`src/rtl/fir_ctrl_pkg.sv`:
```
// Shared types and widths for the FIR job controller.
// Holds the controller state encoding and default timing constants.
package fir_ctrl_pkg;

    localparam int ADDR_W = 16;
    localparam int DATA_W = 16;
    localparam int LEN_W = 17;
    localparam int CLEAR_CYCLES_DEF = 2;
    localparam int TIMEOUT_CYCLES_DEF = 1024;

    typedef enum logic [1:0] {
        IDLE,
        CLEAR,
        RUN,
        DONE
    } state_t;

endpackage

```
`src/rtl/fir_run_ctrl_if.sv`:
```
// Core-side and RAM-side bus between the FIR core and its job controller.
// master = controller view, slave = core/RAM view.
interface fir_run_ctrl_if;
    import fir_ctrl_pkg::*;

    logic [ADDR_W-1:0] core_addr_rd_i;
    logic [ADDR_W-1:0] core_addr_wr_i;
    logic [DATA_W-1:0] core_dout_i;
    logic              core_we_i;
    logic              core_done_i;
    logic [ADDR_W-1:0] mem_addr_rd_o;
    logic [ADDR_W-1:0] mem_addr_wr_o;
    logic [DATA_W-1:0] mem_dout_o;
    logic              mem_we_o;

    modport master (
        input  core_addr_rd_i, core_addr_wr_i, core_dout_i,
        input  core_we_i, core_done_i,
        output mem_addr_rd_o, mem_addr_wr_o, mem_dout_o, mem_we_o
    );

    modport slave (
        output core_addr_rd_i, core_addr_wr_i, core_dout_i,
        output core_we_i, core_done_i,
        input  mem_addr_rd_o, mem_addr_wr_o, mem_dout_o, mem_we_o
    );

endinterface

```
`src/rtl/fir_run_wdog.sv`:
```
// Write-inactivity watchdog for the RUN state of the FIR job controller.
// expire flags the TIMEOUT_CYCLES-th consecutive RUN cycle without a core write.
module fir_run_wdog #(
    parameter int TIMEOUT_CYCLES = 1024
) (
    input  logic clk,
    input  logic rst,
    input  logic run,
    input  logic we,
    output logic expire
);

    localparam int CW = $clog2(TIMEOUT_CYCLES + 1);

    logic [CW-1:0] cnt;

    always_ff @(posedge clk) begin
        if (rst || !run || we) begin
            cnt <= '0;
        end else begin
            cnt <= cnt + 1'b1;
        end
    end

    assign expire = run && !we && (cnt == CW'(TIMEOUT_CYCLES - 1));

endmodule

```
`src/rtl/fir_run_ctrl.sv`:
```
// Job controller for the FIR core: reset sequencing, address relocation, write gating.
// Define FIR_RUN_TIMEOUT_EN to add the RUN-state write-inactivity watchdog.
module fir_run_ctrl
    import fir_ctrl_pkg::*;
#(
    parameter int CLEAR_CYCLES = CLEAR_CYCLES_DEF,
    parameter int TIMEOUT_CYCLES = TIMEOUT_CYCLES_DEF
) (
    input  logic              clk,
    input  logic              rst,
    input  logic              start_i,
    input  logic              abort_i,
    input  logic [ADDR_W-1:0] rd_base_i,
    input  logic [ADDR_W-1:0] wr_base_i,
    input  logic [LEN_W-1:0]  len_i,
    input  logic              irq_clr_i,
    output logic              busy_o,
    output logic              done_o,
    output logic              err_o,
    output logic [LEN_W-1:0]  wr_cnt_o,
    output logic              core_rst_o,
    fir_run_ctrl_if.master    bus
);

    localparam int CW = $clog2(CLEAR_CYCLES + 1);

    state_t            state;
    state_t            state_nxt;
    logic [ADDR_W-1:0] rd_base;
    logic [ADDR_W-1:0] wr_base;
    logic [LEN_W-1:0]  len;
    logic [LEN_W-1:0]  wr_cnt;
    logic [CW-1:0]     clr_cnt;
    logic              done;
    logic              err;
    logic              accept;
    logic              set_done;
    logic              set_err;
    logic              wr_ok;
    logic              last_wr;
    logic              expire;

    assign wr_ok   = bus.core_we_i && (state == RUN) && (wr_cnt < len);
    assign last_wr = wr_ok && ((wr_cnt + 1'b1) == len);

`ifdef FIR_RUN_TIMEOUT_EN
    fir_run_wdog #(
        .TIMEOUT_CYCLES(TIMEOUT_CYCLES)
    ) u_wdog (
        .clk(clk),
        .rst(rst),
        .run(state == RUN),
        .we(bus.core_we_i),
        .expire(expire)
    );
`else
    logic unused_timeout;
    assign unused_timeout = (TIMEOUT_CYCLES > 0);
    assign expire = 1'b0;
`endif

    always_ff @(posedge clk) begin
        if (rst) begin
            state <= IDLE;
        end else begin
            state <= state_nxt;
        end
    end

    always_comb begin
        state_nxt = state;
        accept    = 1'b0;
        set_done  = 1'b0;
        set_err   = 1'b0;
        unique case (state)
            IDLE: begin
                if (start_i) begin
                    accept    = 1'b1;
                    state_nxt = CLEAR;
                end
            end
            CLEAR: begin
                if (clr_cnt == CW'(CLEAR_CYCLES - 1)) begin
                    state_nxt = (len == '0) ? DONE : RUN;
                end
            end
            RUN: begin
                if (last_wr) begin
                    state_nxt = DONE;
                end else if (bus.core_done_i || expire) begin
                    state_nxt = IDLE;
                    set_err   = 1'b1;
                end
            end
            DONE: begin
                state_nxt = IDLE;
                set_done  = 1'b1;
            end
            default: state_nxt = IDLE;
        endcase
        // Abort overrides completion; the final write itself still goes out.
        if (abort_i && (state != IDLE)) begin
            state_nxt = IDLE;
            set_done  = 1'b0;
            set_err   = 1'b1;
        end
    end

    always_ff @(posedge clk) begin
        if (rst) begin
            rd_base <= '0;
            wr_base <= '0;
            len     <= '0;
            wr_cnt  <= '0;
            clr_cnt <= '0;
            done    <= 1'b0;
            err     <= 1'b0;
        end else begin
            clr_cnt <= (state == CLEAR) ? clr_cnt + 1'b1 : '0;
            if (accept) begin
                rd_base <= rd_base_i;
                wr_base <= wr_base_i;
                len     <= len_i;
                wr_cnt  <= '0;
                done    <= 1'b0;
                err     <= 1'b0;
            end else begin
                if (wr_ok) begin
                    wr_cnt <= wr_cnt + 1'b1;
                end
                if (set_done) begin
                    done <= 1'b1;
                end else if (irq_clr_i) begin
                    done <= 1'b0;
                end
                if (set_err) begin
                    err <= 1'b1;
                end else if (irq_clr_i) begin
                    err <= 1'b0;
                end
            end
        end
    end

    assign busy_o     = (state != IDLE);
    assign core_rst_o = (state != RUN);
    assign done_o     = done;
    assign err_o      = err;
    assign wr_cnt_o   = wr_cnt;

    assign bus.mem_addr_rd_o = rd_base + bus.core_addr_rd_i;
    assign bus.mem_addr_wr_o = wr_base + bus.core_addr_wr_i;
    assign bus.mem_dout_o    = bus.core_dout_i;
    assign bus.mem_we_o      = wr_ok;

endmodule

```
`src/flat_wrapper.sv`:
```
// flat-port wrapper written by rule: the top's interface ports become plain ports
module fir_run_ctrl_flat import fir_ctrl_pkg::*;
#(
    parameter int CLEAR_CYCLES = CLEAR_CYCLES_DEF,
    parameter int TIMEOUT_CYCLES = TIMEOUT_CYCLES_DEF
)
  (clk, rst, start_i, abort_i, rd_base_i, wr_base_i, len_i, irq_clr_i, busy_o, done_o, err_o, wr_cnt_o, core_rst_o, bus_core_addr_rd_i, bus_core_addr_wr_i, bus_core_dout_i, bus_core_we_i, bus_core_done_i, bus_mem_addr_rd_o, bus_mem_addr_wr_o, bus_mem_dout_o, bus_mem_we_o);
  fir_run_ctrl_if bus_i ();
  input  logic clk;
  input  logic rst;
  input  logic start_i;
  input  logic abort_i;
  input  logic [ADDR_W-1:0] rd_base_i;
  input  logic [ADDR_W-1:0] wr_base_i;
  input  logic [LEN_W-1:0] len_i;
  input  logic irq_clr_i;
  output logic busy_o;
  output logic done_o;
  output logic err_o;
  output logic [LEN_W-1:0] wr_cnt_o;
  output logic core_rst_o;
  input wire logic [$bits(bus_i.core_addr_rd_i)-1:0] bus_core_addr_rd_i;
  input wire logic [$bits(bus_i.core_addr_wr_i)-1:0] bus_core_addr_wr_i;
  input wire logic [$bits(bus_i.core_dout_i)-1:0] bus_core_dout_i;
  input wire logic [$bits(bus_i.core_we_i)-1:0] bus_core_we_i;
  input wire logic [$bits(bus_i.core_done_i)-1:0] bus_core_done_i;
  output wire logic [$bits(bus_i.mem_addr_rd_o)-1:0] bus_mem_addr_rd_o;
  output wire logic [$bits(bus_i.mem_addr_wr_o)-1:0] bus_mem_addr_wr_o;
  output wire logic [$bits(bus_i.mem_dout_o)-1:0] bus_mem_dout_o;
  output wire logic [$bits(bus_i.mem_we_o)-1:0] bus_mem_we_o;
  assign bus_i.core_addr_rd_i = bus_core_addr_rd_i;
  assign bus_i.core_addr_wr_i = bus_core_addr_wr_i;
  assign bus_i.core_dout_i = bus_core_dout_i;
  assign bus_i.core_we_i = bus_core_we_i;
  assign bus_i.core_done_i = bus_core_done_i;
  assign bus_mem_addr_rd_o = bus_i.mem_addr_rd_o;
  assign bus_mem_addr_wr_o = bus_i.mem_addr_wr_o;
  assign bus_mem_dout_o = bus_i.mem_dout_o;
  assign bus_mem_we_o = bus_i.mem_we_o;
  fir_run_ctrl #(.CLEAR_CYCLES(CLEAR_CYCLES), .TIMEOUT_CYCLES(TIMEOUT_CYCLES)) u_core (.clk(clk), .rst(rst), .start_i(start_i), .abort_i(abort_i), .rd_base_i(rd_base_i), .wr_base_i(wr_base_i), .len_i(len_i), .irq_clr_i(irq_clr_i), .busy_o(busy_o), .done_o(done_o), .err_o(err_o), .wr_cnt_o(wr_cnt_o), .core_rst_o(core_rst_o), .bus(bus_i));
endmodule
```
`config.mk`:
```
export PLATFORM = sky130hd
export DESIGN_NAME = fir_run_ctrl_flat
export DESIGN_NICKNAME = d
export VERILOG_FILES = /design/src/rtl/fir_ctrl_pkg.sv /design/src/rtl/fir_run_ctrl_if.sv /design/src/rtl/fir_run_wdog.sv /design/src/rtl/fir_run_ctrl.sv /design/src/flat_wrapper.sv
export SDC_FILE = /design/constraint.sdc
export NUM_CORES = 1
export LEC_CHECK = 0
export BUFFER_PORTS_ARGS = -buffer_cell sky130_fd_sc_hd__clkbuf_2
export CORE_UTILIZATION = 52
export DETAILED_ROUTE_END_ITERATION = 7
export PLACE_DENSITY = 0.94
export SYNTH_ARGS = -nofsm -noshare
export SYNTH_HDL_FRONTEND = slang
export SYNTH_HIERARCHICAL = 1
export SYNTH_SLANG_ARGS = --single-unit
```
`constraint.sdc`:
```
create_clock -name clk -period 3.72 [get_ports clk]
set_input_delay 0.372 -clock clk [delete_from_list [all_inputs] [get_ports clk]]
set_output_delay 0.372 -clock clk [all_outputs]
set_load 0.01 [all_outputs]
```
==> results.json <==
{
  "status": "finished clean",
  "finalPower_w": 0.002094,
  "routed_via_density": 5.632,
  "fin_util_pct": 64.35,
  "regToRegSetupSlack_ns": 0.73,
  "period_needed_ns": 3.315,
  "die_area_mm2": 0.01032,
  "track_usage_pct": 25.08,
  "yosys.area_share.simple_pct": 22.94,
  "clk_pin_slew_ns": 0.08,
  "ys.flop_type": "dfxtp_1",
  "startpoint_type": "flop",
  "synthArstFlopShare_pct": 0,
  "area_growth_pct": 17.52,
  "gp_congestion": 0.9048,
  "ys_types": 59,
  "r2r_start": "u_core/wr_cnt_o[1]",
  "stdcell_count": 914,
  "die_h_um": 101.6,
  "power_density_mw_per_mm2": 345.7,
  "port-buffer-count": 141,
  "worst_slew_margin_rel_pct": 35.18,
  "dp_cells": 898,
  "syn_area_per_cell_um2": 7.694,
  "synth_xor_area_share_pct": 8.811,
  "syn-num-nets": 825,
  "synth_enable_flop_cells": 0,
  "synth-compound-area-share_pct": 19.73,
  "setup_tns_ns": 0,
  "synthMuxAreaShare_pct": 0.8010,
  "crit_path_end_kind": "output pin",
  "cp_max_fo": 4,
  "maxClockFrequency_ghz": 0.3017,
  "clk_latency_ns": 0.34,
  "firstDrtPassIters": 5,
  "min_path_type": "in2reg",
  "grt_pass1_wl_mm": 20.57,
  "initial_core_util_pct": 54.75,
  "routedWlPerCell_um": 14.10,
  "die_w_um": 101.6,
  "post_cts_resized": 0,
  "setup_viol": 0,
  "yosysWarnings": 6,
  "final_cell_mix": "clkbuf_2, nand2_1, a21oi_1",
  "antenna_found_initial": 0,
  "drtAntennaViolNets": 0,
  "grt_pass1_vias": 4660,
  "cts_hold_buf": 0,
  "critPathCapture": "bus_mem_addr_rd_o[14]",
  "maxCapViolCount": 0,
  "grt_max_degree": 53,
  "drc": 0,
  "finalMaxSlewViolations": 0,
  "htreeDepth": 3,
  "drt-total-wl_mm": 12.89,
  "via_count": 5148,
  "core_region_area_mm2": 0.009415,
  "rows": 35,
  "grt_overflow": 0,
  "ys_seq_area_share_pct": 27.96,
  "mostFrequentLayoutCell": "clkbuf_2",
  "netlist_area_mm2": 0.005155,
  "ys_seq_elements": 72,
  "root_buffer": "clkbuf_8",
  "ir_drop_mv": 0.2067,
  "power.leakage_nw": 2.778,
  "drive_gt1_share_pct": 21.91,
  "finalCritPeriodShare_pct": 89.10,
  "cts_tree": "yes",
  "clock_path_buffers": 2,
  "tightest_slew_ns": 0.9722,
  "synthCells": 670,
  "startpoint": "u_core/rd_base[0]",
  "r2r_end": "u_core/state[1]",
  "fin_nets": 935,
  "hold_viol": 0,
  "cp.required_ns": 3.35,
  "cts_made_buffers": 9,
  "numClockSinks": 72,
  "synth_top_family_by_area": "simple AND/OR/NAND/NOR gates",
  "pin_count": 174,
  "worstPathArrival_ns": 2.94,
  "rr_worst_depth": 8,
  "rsz0062_at_grt": "no",
  "n_antenna_cell": 0,
  "hpwl_mm": 10.00,
  "skew_ns": 0.01111,
  "cts_setup_buffers": 0,
  "drt-initial-drc-count": 244,
  "synthAdderAreaFrac_pct": 12.67,
  "critPathKind": "reg2out"
}
[kinds of logic after synthesis]
kind of cell    after synthesis
mux                           4
flops                        72
compound gates              166
fa+ha+maj                    51
buf+inv                      80
xor+xnor                     51
simple gates                246
[how the worst min path moves through the flow]
stage,cells after the start,end,start
after floorplan,1,u_core/clr_cnt[0],u_core/clr_cnt[0]
after global placement,1,u_core/clr_cnt[0],u_core/clr_cnt[0]
after detailed placement,1,u_core/clr_cnt[0],u_core/clr_cnt[0]
after CTS,3,u_core/rd_base[13],rd_base_i[13]
after global routing,3,u_core/rd_base[13],rd_base_i[13]
final,3,u_core/rd_base[13],rd_base_i[13]
[area by class of cell]
class / instances / area [um^2]
clock buffers: 9 / 123.9
flip-flops and latches: 72 / 1441
repair buffers: 145 / 735.7
multi-input cells: 518 / 3349
well taps: 129 / 161.4
clock inverters: 7 / 118.9
inverters: 34 / 127.6
fillers: 830 / 3357
[synthesized netlist by cell type (3+ instances only)]
master / instances / share of area, %
nand2_1: 118 / 8.6
a21oi_1: 83 / 8.1
dfxtp_1: 72 / 28
ha_1: 49 / 12
inv_1: 34 / 2.5
nor2_1: 33 / 2.4
xnor2_1: 33 / 5.6
clkbuf_1: 24 / 1.7
o21ai_0: 23 / 2.2
xor2_1: 17 / 2.9
buf_4: 16 / 2.3
or3_1: 15 / 1.8
nand4_1: 11 / 1.3
nor3_1: 11 / 1.1
o21a_1: 11 / 1.6
nand3_1: 10 / 0.97
a21o_1: 9 / 1.3
and3_1: 8 / 0.97
nor2b_1: 7 / 0.85
o31ai_1: 7 / 1.0
a31oi_1: 6 / 0.73
nor4_1: 6 / 0.73
nand2b_1: 5 / 0.61
and2_1: 4 / 0.49
o211ai_1: 4 / 0.58
a211oi_1: 3 / 0.44
and4_1: 3 / 0.51
mux2i_1: 3 / 0.58
o311ai_0: 3 / 0.51
or4_1: 3 / 0.44
[critical path, stage by stage (launching register included)]
cell	delay, ns
dfxtp_1	0.35
ha_1	0.20
inv_1	0.06
fa_1	0.39
nor2b_1	0.12
o21ai_0	0.13
a21boi_0	0.43
o211ai_1	0.22
a31oi_1	0.31
nand4_1	0.13
o311ai_0	0.09
clkbuf_2	0.19
[metal layers]
metal / track usage, % / vias up / wire, um
met4: 10.59 / 0 / 382
met5: 0 / - / 0
li1: - / 2551 / -
met2: 42.46 / 191 / 6116
met3: 5.590 / 39 / 892
met1: 30.61 / 2367 / 5497
[registers in the layout, summed over array words and instances, names as in the netlist]
register         count
u_core/len          17
u_core/clr_cnt       2
u_core/done_o        1
u_core/wr_base      16
u_core/rd_base      16
u_core/state         2
u_core/err_o         1
u_core/wr_cnt_o     17
[power by group]
group	leakage, nW	total (W)	switching, W	internal (W)
logic	2.07	0.000509	0.000282	0.000227
clock network	0.116	0.000748	0.000302	0.000446
registers	0.589	0.000837	0.0000316	0.000805
total	2.78	0.00209	0.000615	0.00148
[stage by stage]
stage,hold WS (ns),setup slack [ns],cell area [um^2]
floorplan,0.3986,0.9071,5155
detailed placement,0.4170,0.7111,5816
CTS,0.2285,0.4450,6058
global placement,0.4117,0.7488,5816
finish,0.2368,0.4054,6058
global route,0.2328,0.1895,6058
No activity file was read; power rests on OpenSTA's default activity.
